$ cat src/rtl/sad_search_ctrl.sv
// SAD search sequencer: scans NUM_CAND reference offsets against one BLK_LEN-pixel
// block and keeps the lowest sum of absolute differences and its candidate index.
module sad_search_ctrl #(
    parameter int PIX_W    = 8,
    parameter int BLK_LEN  = 16,
    parameter int NUM_CAND = 8,
    parameter int ADDR_W   = 8,
    parameter int SAD_W    = 12,
    localparam int IDX_W   = (NUM_CAND > 1) ? $clog2(NUM_CAND) : 1
) (
    input  logic              clk,
    input  logic              Mrst_n,
    input  logic              go,
    input  logic              abort,
    output logic              rd_en,
    output logic [ADDR_W-1:0] cur_addr,
    output logic [ADDR_W-1:0] ref_addr,
    input  logic [PIX_W-1:0]  cur_pix,
    input  logic [PIX_W-1:0]  ref_pix,
    output logic              busy,
    output logic              done,
    output logic [IDX_W-1:0]  best_idx,
    output logic [SAD_W-1:0]  best_sad
);

    typedef enum logic [2:0] {
        S_IDLE, S_CLR, S_READ, S_DRAIN, S_CMP, S_DONE
    } state_t;

    localparam logic [ADDR_W-1:0] LAST_PIX  = ADDR_W'(BLK_LEN - 1);
    localparam logic [IDX_W-1:0]  LAST_CAND = IDX_W'(NUM_CAND - 1);

    state_t            state_q;
    logic [IDX_W-1:0]  cand_q;
    logic [ADDR_W-1:0] pix_q;
    logic [ADDR_W-1:0] ref_q;
    logic              vld_q;
    logic [SAD_W-1:0]  acc_q;
    logic [SAD_W-1:0]  acc_d;
    logic [IDX_W-1:0]  best_idx_q;
    logic [SAD_W-1:0]  best_sad_q;

    // Both pixels are zero-extended so the subtraction cannot wrap before the magnitude.
    function automatic logic [SAD_W-1:0] abs_diff(input logic [PIX_W-1:0] a,
                                                  input logic [PIX_W-1:0] b);
        logic signed [PIX_W:0] d;
        logic [PIX_W:0]        m;
        d = $signed({1'b0, a}) - $signed({1'b0, b});
        m = d[PIX_W] ? (PIX_W+1)'(-d) : (PIX_W+1)'(d);
        return SAD_W'(m);
    endfunction

    always_comb begin
        acc_d = acc_q + abs_diff(cur_pix, ref_pix);
    end

    always_ff @(posedge clk or negedge Mrst_n) begin
        if (!Mrst_n) begin
            state_q    <= S_IDLE;
            cand_q     <= '0;
            pix_q      <= '0;
            ref_q      <= '0;
            vld_q      <= 1'b0;
            acc_q      <= '0;
            best_idx_q <= '0;
            best_sad_q <= '0;
        end else begin
            vld_q <= (state_q == S_READ);
            if (vld_q) begin
                acc_q <= acc_d;
            end
            if (state_q != S_IDLE && abort) begin
                state_q <= S_IDLE;
            end else begin
                case (state_q)
                    S_IDLE: begin
                        if (go) begin
                            cand_q  <= '0;
                            state_q <= S_CLR;
                        end
                    end
                    S_CLR: begin
                        acc_q   <= '0;
                        pix_q   <= '0;
                        ref_q   <= ADDR_W'(cand_q);
                        state_q <= S_READ;
                    end
                    S_READ: begin
                        if (pix_q == LAST_PIX) begin
                            state_q <= S_DRAIN;
                        end else begin
                            pix_q <= pix_q + 1'b1;
                            ref_q <= ref_q + 1'b1;
                        end
                    end
                    S_DRAIN: state_q <= S_CMP;
                    S_CMP: begin
                        // Strict compare: ties keep the earlier (lower) candidate.
                        if (cand_q == '0 || acc_q < best_sad_q) begin
                            best_sad_q <= acc_q;
                            best_idx_q <= cand_q;
                        end
                        if (cand_q == LAST_CAND) begin
                            state_q <= S_DONE;
                        end else begin
                            cand_q  <= cand_q + 1'b1;
                            state_q <= S_CLR;
                        end
                    end
                    S_DONE:  state_q <= S_IDLE;
                    default: state_q <= S_IDLE;
                endcase
            end
        end
    end

    assign rd_en    = (state_q == S_READ);
    assign busy     = (state_q != S_IDLE);
    assign done     = (state_q == S_DONE);
    assign cur_addr = pix_q;
    assign ref_addr = ref_q;
    assign best_idx = best_idx_q;
    assign best_sad = best_sad_q;

endmodule

$ cat config.mk
export PLATFORM = sky130hd
export DESIGN_NAME = sad_search_ctrl
export DESIGN_NICKNAME = d
export VERILOG_FILES = /design/src/rtl/sad_search_ctrl.sv
export SDC_FILE = /design/constraint.sdc
export NUM_CORES = 1
export LEC_CHECK = 0
export CAP_MARGIN = 20
export CORE_MARGIN = 4
export CORE_UTILIZATION = 37
export CTS_BUF_LIST = sky130_fd_sc_hd__clkbuf_4 sky130_fd_sc_hd__clkbuf_8
export DETAILED_ROUTE_END_ITERATION = 8
export PLACE_DENSITY_LB_ADDON = 0.1
export SETUP_SLACK_MARGIN = 0.4
export SYNTH_ARGS = -nofsm -noshare
export SYNTH_HDL_FRONTEND = slang
export SYNTH_SLANG_ARGS = --single-unit
$ cat constraint.sdc
create_clock -name clk -period 3.75 [get_ports clk]
set_input_delay 0.75 -clock clk [delete_from_list [all_inputs] [get_ports clk]]
set_output_delay 0.75 -clock clk [all_outputs]
set_load 0.005 [all_outputs]
Yosys cells after proc, flatten, opt, wreduce, memory -nomap -nowiden:

Index checks and enable logic that the tools add are counted.

* register bits after elaboration: 50
* input bits: 20
* output and inout bits: 34
* logic and storage cells: 55

* $add $sub $neg: 6
* $lt $le $gt $ge: 1
* equality and inequality tests: 12
* mux-type cells: 16
* bitwise gates (word level): 1
* reductions and logical operators: 11

Operators with widths (count)
* $mux W12: 3
* $pmux W8 S2: 2
* $mux W3: 6
* $add A8 B1 Y8 const B: 2
* $mux W8: 2
* $pmux W3 S5: 1
* $add A12 B9 Y12: 1
* $lt A12 B12 Y1: 1
* $eq A3 B3 Y1 const B: 3
* $mux W9: 1
* $neg A9 Y9: 1
* $sub A8 B8 Y9: 1
* $eq A8 B4 Y1 const B: 1
* $eq A3 B2 Y1 const B: 2
* $logic_not A3 Y1: 2
* $ne A2 B2 Y1 const B: 3
* $pmux W3 S2: 1
* $reduce_and A3 Y1: 2
* $reduce_and A4 Y1: 1
* $reduce_bool A2 Y1: 2
* $add A3 B1 Y3 const B: 1
* $eq A3 B1 Y1 const B: 1
* $ne A3 B1 Y1 const B: 1
* $ne A3 B3 Y1 const B: 1
* other kinds (5): 5

Longest topological paths before layout:

Gate-level depths: netlist of the first run.

* depth in word-level cells: 7
* mapped depth: 17
* depth with buffers taken out: 17

Worst setup path after synthesis of the first run:

Ideal clock, no wire load.

* kind: input -> register
* start point: in cur_pix[0]
* end point: reg acc_q[8]
* setup time: 0.140 ns
* arrival time: 3.761 ns
* required time: 3.610 ns
* setup slack: -0.151 ns
* cell stages on the path: 17
* buffers on the path: 0
* cell sequence: inv_1 > ha_1 > inv_1 > fa_1 > a211oi_1 > o21ai_0 > a21oi_1 > o21bai_1 > nor2_1 > xnor2_1 > ha_1 > nor2b_1 > o21a_1 > o21ai_0 > a21oi_1 > a2111oi_0 > a211oi_1

* longest elaborated chain between the ends: 7

Ends and longest elaborated chain
* start: declaration: RTL line 18 `input logic [PIX_W-1:0] cur_pix,`
* $sub A8 B8 Y9 (*): RTL line 48 `d = $signed({1'b0, a}) - $signed({1'b0, b});`
* $neg A9 Y9: RTL line 49 `m = d[PIX_W] ? (PIX_W+1)'(-d) : (PIX_W+1)'(d);`
* $mux W9 (*): RTL line 49
* $add A12 B9 Y12 (*): RTL line 54 `acc_d = acc_q + abs_diff(cur_pix, ref_pix);`
* $mux W12 (*): RTL line 69 `if (vld_q) begin`
* $mux W12: RTL line 75 `case (state_q)`
* $mux W12 (*): RTL line 72 `if (state_q != S_IDLE && abort) begin`
* end signal: assignment: RTL line 64 `acc_q <= '0;`
* end signal: assignment: RTL line 70 `acc_q <= acc_d;`
* end signal: assignment: RTL line 83 `acc_q <= '0;`
* end: declaration: RTL line 38 `logic [SAD_W-1:0] acc_q;`

Every way passes the cells marked *; elsewhere a longest branch is shown, timed or not.
A chain may end at the register's enable or synchronous reset.

Final worst setup path of the first run:

* start point: in cur_pix[5]
* end point: reg acc_q[9]

The elaborated chain is that of the path after synthesis.

==> flow_metrics.env, run 1 <==
export IMPL_final_cell_mix="dfrtp_1 (50), buf_4 (45), clkdlybuf4s50_1 (44), inv_1 (29), nor2_1 (28)"
export IMPL_cts_sinks=50
export IMPL_hold_viol=0
export IMPL_p_sw_uw=1190
export IMPL_synth_cells=376
export IMPL_required_ps=3990
export IMPL_max_slew_margin_pct=42.3
export IMPL_num_nets_final=535
export IMPL_floorplan_initialDensity_pct=37.9
export IMPL_sw_frac_of_total_pct=41.0
export IMPL_critPathLaunchType="primary input"
export IMPL_avgViaCountPerCell=5.17
export IMPL_layout_cells_most_common="dfrtp_1"
export IMPL_clk_latency_ps=310
export IMPL_clockRootBuffer="clkbuf_8"
export IMPL_skew_ps=4.26
export IMPL_drtPass1Iterations=4
export IMPL_ir_worst_vdd_v=0.000347
export IMPL_avgSynthCellArea_um2=9.27
export IMPL_die_w_um=105
export IMPL_crit_path_max_incr_delay_ps=520
export IMPL_rsz0062_at_grt="true"
export IMPL_async_flop_share_pct=100
export IMPL_core_area_um2=9200
export IMPL_ys_flop_type="dfrtp_1"
export IMPL_final_util_pct=54.4
export IMPL_fmax_ghz=0.279
export IMPL_endpoint_kind="register"
export IMPL_worstPathMaxFanout=3
export IMPL_cts_buffers=5
export IMPL_setup_viol=0
export IMPL_synth_area_leaders="dfrtp_1 (36%), ha_1 (13%), mux2_2 (5.2%)"
export IMPL_ant_nets=0
export IMPL_path_class="primary input to register"
export IMPL_pwr_share_clk_pct=11.6
export IMPL_slew_viol_final=0
export IMPL_port_buffers=53
export IMPL_powerDensity_nw_per_um2=580
export IMPL_dpl_hpwl_um=6240
export IMPL_dieArea_um2=11000
export IMPL_antenna_found_initial=0
export IMPL_worstMarginPinSlew_ps=862
export IMPL_drt_total_wl_um=8800
export IMPL_grt_pass1_vias=3173
export IMPL_synth_nets=434
export IMPL_outcome="finished, final reports clean"
export IMPL_power_uw=2900
export IMPL_netlist_area_um2=3490
export IMPL_min_path_type="primary input to asynchronous set/reset pin"
export IMPL_drive_gt1_share_pct=29.9
export IMPL_wl_per_cell_um=14.9
export IMPL_yosysTopAreaCell="dfrtp_1"
export IMPL_drc_errors=0
export IMPL_ctsHoldBuffers=0
export IMPL_dieHeight_um=105
export IMPL_critical_path_top_delay_family="compound AO/OA/AOI/OAI gates"
export IMPL_cts_max_level=2
export IMPL_grt_max_degree=31
export IMPL_grt_util_met1_pct=22.5
export IMPL_p_int_uw=1710
export IMPL_cellLeakagePower_uw=0.00228
export IMPL_post_route_worst_setup_slack_ps=165
export IMPL_critPathSlowestCell="or4_4"
export IMPL_grt_pass1_wl_um=15200
export IMPL_maxCapViolCount=0
export IMPL_worst_path_buf_inv=1
export IMPL_arrival_ps=3820
export IMPL_yosysWarningCount=0
export IMPL_grt_met3_usage_pct=3.15
export IMPL_grt_most_used_layer="met2"
export IMPL_globalplace_congestion=0.818
export IMPL_overflow=0
export IMPL_synth_edf_count=0
export IMPL_io_pins=54
export IMPL_yosysUniqueCellTypes=52
export IMPL_num_vias=3048
export IMPL_min_period_over_period_pct=95.6
export IMPL_p_seq_share_pct=29.1
export IMPL_cts_path_max_buffers=2
export IMPL_ys_ff_latch=50
export IMPL_crit_chain="clkdlybuf4s50_1 -> ha_4 -> or4_4 -> o311ai_4 -> a41oi_2 -> xnor2_2 -> ha_1 -> a21o_1 -> nor3_2 -> o21ai_1 -> o311a_4 -> a31oi_4 -> mux2i_1"
export IMPL_gr_usage_met2_pct=27.7
export IMPL_fin_crit_ps=3580
export IMPL_pre_cts_ws_ps=-729
export IMPL_combPwrFrac_pct=59.3
export IMPL_clk_pin_slew_ps=100
export IMPL_fillerInstances=874
export IMPL_yosysTopAreaCellShare_pct=35.9
export IMPL_num_rows=35
export IMPL_n_antenna_cell=0
export IMPL_yosysSeqAreaShare_pct=35.9
export IMPL_cts_tree="built"
export IMPL_grt_usage_pct=16.6
export IMPL_drt_iter0_markers=60
export IMPL_synthToLayoutAreaGrowth_pct=43.5
## registers in the layout, summed over array words and instances, names as in the netlist
name / flops
acc_q: 12
best_idx: 3
best_sad: 12
cand_q: 3
cur_addr: 8
ref_addr: 8
state_q: 3
vld_q: 1
## cell usage after synthesis (all sizes together) (4+ instances only)
cell and count:
nand3 8, a211oi 4, o21a 4, nand2b 7
a21oi 27, nor2 33, xnor2 13, clkbuf 6
ha 36, a21o 7, nand3b 4, nand2 24
or2 4, dfrtp 50, nor3 12, nand4 5
mux2i 6, inv 35, mux2 16, o21ai 18
xor2 11, o211ai 4
## routing by layer
| metal | wire length [µm] | vias up | share of wire [%] |
|---|---|---|---|
| met5 | 0 | - | 0 |
| met2 | 4340 | 45 | 49 |
| met4 | 57 | 0 | 0.65 |
| li1 | - | 1527 | - |
| met3 | 317 | 4 | 3.6 |
| met1 | 4080 | 1472 | 46 |
## worst register-to-register path, stage by stage (launching register included)
cell,delay [ps]
dfrtp_1,430
ha_1,300
a21o_1,180
a21oi_1,230
o21ai_0,130
a21oi_1,250
o211a_1,440
mux2_2,390
## final cells by class
type	instances	area, µm²	share of cell area [%]
Timing Repair Buffer	102	916	18.3
Multi-Input combinational cell	283	2460	49.2
Sequential cell	50	1250	25.0
Clock inverter	2	13.8	0.275
Clock buffer	6	76.3	1.53
Tap cell	111	139	2.78
Inverter	35	144	2.88
## stage by stage
stage | cells | setup TNS [ps] | area, µm² | hold slack [ps]
detailed placement | 570 | -5280 | 4480 | 493
floorplan | 376 | 0 | 3560 | 454
finish | 589 | 0 | 5000 | 511
global placement | 570 | -4640 | 4480 | 490
global route | 589 | 0 | 5000 | 533
CTS | 587 | 0 | 4890 | 516
## logic make-up (layout without fill, tap and decap cells)
family | after synthesis | count (layout) | share of synthesized area, %
compound gates | 82 | 82 | 15.1
buf+inv | 43 | 145 | 4.88
fa+ha+maj | 38 | 38 | 14.1
flops | 50 | 50 | 35.9
simple gates | 117 | 117 | 17.1
mux | 22 | 22 | 6.89
xor+xnor | 24 | 24 | 6.03
## power by group through the flow
stage	combinational, µW	clock [µW]	sequential (µW)
finish	1720	336	844
global route	1910	378	872
CTS	1610	350	846
detailed placement	1420	0	847
global placement	1400	0	843
floorplan	925	0	774
## path summary, 6_finish.rpt
| check | startpoint | end | cells after the start | slack, ps |
|---|---|---|---|---|
| worst max register to register | acc_q[7] | best_sad[7] | 7 | 1290 |
| max in group asynchronous | Mrst_n | acc_q[2] | 2 | 2450 |
| worst min-delay path | Mrst_n | ref_addr[7] | 1 | 510 |
| worst min register to register | best_idx[0] | best_idx[0] | 1 | 510 |
| worst max-delay path | cur_pix[5] | acc_q[9] | 13 | 170 |
| min in group clk | best_idx[0] | best_idx[0] | 1 | 510 |
## repair_timing
item	CTS	global route
pin swaps	47	20
endpoints found under the setup margin	11	9
resized for setup	66	15
hold endpoints to repair	0	0
buffers inserted	9	2
No activity file was read; power rests on OpenSTA's default activity.
==> run 2: changes to the inputs <==
Settings changed: REMOVE_ABC_BUFFERS set to 1.
==> flow_metrics.env, run 2 (synthesized netlist as in run 1, its figures left out) <==
export IMPL_cellLeakagePower_uw=0.00226
export IMPL_cts_buffers=5
export IMPL_clk_pin_slew_ps=100
export IMPL_dieHeight_um=105
export IMPL_hold_viol=0
export IMPL_crit_path_max_incr_delay_ps=360
export IMPL_fin_crit_ps=3540
export IMPL_synthToLayoutAreaGrowth_pct=42.2
export IMPL_maxCapViolCount=0
export IMPL_path_class="primary input to register"
export IMPL_num_nets_final=537
export IMPL_critPathSlowestCell="fa_2"
export IMPL_wl_met1_um=3980
export IMPL_overflow=0
export IMPL_grt_usage_pct=16.3
export IMPL_min_to="best_idx[1]"
export IMPL_worst_path_buf_inv=4
export IMPL_fin_cells=591
export IMPL_drt_iter0_markers=86
export IMPL_endpoint_kind="register"
export IMPL_final_cell_mix="dfrtp_1 (50), buf_4 (45), clkdlybuf4s50_1 (43), inv_1 (29), nor2_1 (29)"
export IMPL_wl_per_cell_um=14.5
export IMPL_skew_ps=7.87
export IMPL_dieArea_um2=11000
export IMPL_cts_tree="built"
export IMPL_powerDensity_nw_per_um2=571
export IMPL_top_layer_used="met4"
export IMPL_antenna_found_initial=0
export IMPL_power_uw=2830
export IMPL_ctsHoldBuffers=0
export IMPL_die_w_um=105
export IMPL_met3RoutedLength_um=267
export IMPL_drc_errors=0
export IMPL_grt_pass1_wl_um=15100
export IMPL_io_pins=54
export IMPL_drive_gt1_share_pct=28.7
export IMPL_cts_path_max_buffers=2
export IMPL_grt_max_degree=39
export IMPL_critical_path_top_delay_family="compound AO/OA/AOI/OAI gates"
export IMPL_globalplace_congestion=0.825
export IMPL_r2r_end="best_idx[0]"
export IMPL_multi_input_area_um2=2410
export IMPL_clockRootBuffer="clkbuf_8"
export IMPL_final_util_pct=53.9
export IMPL_min_path_type="register to register"
export IMPL_ir_worst_vdd_v=0.000326
export IMPL_cts_max_level=2
export IMPL_path_common_cell="ha_4"
export IMPL_timing_rr_start="acc_q[6]"
export IMPL_ant_nets=0
export IMPL_cts_sinks=50
export IMPL_arrival_ps=3780
export IMPL_core_area_um2=9200
export IMPL_floorplan_initialDensity_pct=37.9
export IMPL_slew_viol_final=0
export IMPL_num_vias=3033
export IMPL_rsz0062_at_grt="true"
export IMPL_max_slew_margin_pct=40.4
export IMPL_grt_pass1_vias=3145
export IMPL_fillerInstances=851
export IMPL_dp_cells=566
export IMPL_avgViaCountPerCell=5.13
export IMPL_worstPathMaxFanout=3
export IMPL_worstMarginPinSlew_ps=890
export IMPL_layout_cells_most_common="dfrtp_1"
export IMPL_dpl_hpwl_um=6130
export IMPL_required_ps=3990
export IMPL_min_period_over_period_pct=94.3
export IMPL_r2r_slack_ps=1280
export IMPL_whs_path_depth=1
export IMPL_route_met2_wl_um=4230
export IMPL_setup_viol=0
export IMPL_r2r_cells=6
export IMPL_fmax_ghz=0.283
export IMPL_n_antenna_cell=0
export IMPL_port_buffers=53
export IMPL_outcome="finished, final reports clean"
export IMPL_clk_latency_ps=310
export IMPL_hp_start="best_idx[1]"
export IMPL_num_rows=35
export IMPL_seq_area_um2=1250
export IMPL_critPathLaunchType="primary input"
export IMPL_drtPass1Iterations=5
export IMPL_drt_total_wl_um=8550
export IMPL_crit_chain="buf_6 -> inv_4 -> ha_4 -> inv_2 -> fa_2 -> a211oi_4 -> nor2_1 -> xor2_1 -> buf_4 -> nor2_2 -> a41oi_4 -> xnor2_4 -> ha_4 -> a21o_1 -> nor3_2 -> o21ai_1 -> o311a_1 -> a31oi_2 -> mux2i_1"
## run 2: how the worst max path moves through the flow
stage	from	end	slack, ps	cells past startpoint
global route	cur_pix[0]	acc_q[9]	9	19
global placement	ref_pix[0]	acc_q[8]	-810	17
CTS	cur_pix[0]	acc_q[9]	200	18
floorplan	cur_pix[0]	acc_q[8]	-150	17
detailed placement	ref_pix[0]	acc_q[8]	-910	17
finish	cur_pix[0]	acc_q[9]	210	19
## run 2: per-stage QoR
step | hold WS (ps) | TNS [ps] | instance area [µm²] | setup slack [ps]
2_1_floorplan | 454 | -216 | 3450 | -151
4_1_cts | 537 | 0 | 4870 | 196
5_1_grt | 553 | 0 | 4960 | 9.40
3_5_place_dp | 513 | -6050 | 4370 | -913
6_report | 532 | 0 | 4960 | 214
3_3_place_gp | 494 | -5430 | 4370 | -810
## run 2: what timing repair did
item | 4_1_cts | 5_1_grt
resized for setup | 84 | 12
setup buffers | 14 | 3
endpoints found under the hold margin | 0 | 0
setup endpoints to repair | 11 | 10
pin swaps | 47 | 15
## run 2: area by class of cell
cell class	instances	area share [%]
Multi-Input combinational cell	283	48.6
Sequential cell	50	25.2
Clock inverter	2	0.328
Clock buffer	6	1.67
Inverter	35	2.70
Tap cell	111	2.80
Timing Repair Buffer	104	18.7
## run 2: report_power, final
part,switching [µW],internal (µW)
logic,769,873
registers,177,660
clock network,198,152
total,1140,1690
## run 2: routing by layer
layer,up-vias,GRT usage [%]
met4,0,3.09
li1,1531,-
met1,1450,21.3
met5,-,0
met2,45,28.4
met3,7,2.78
==> run 3: changes to the inputs <==
Settings changed: ABC_CLOCK_PERIOD_IN_PS set to 3750, SLEW_MARGIN set to 20.
==> results of run 3 <==
No change in the layout: final DEF, timing and power equal those of run 2.
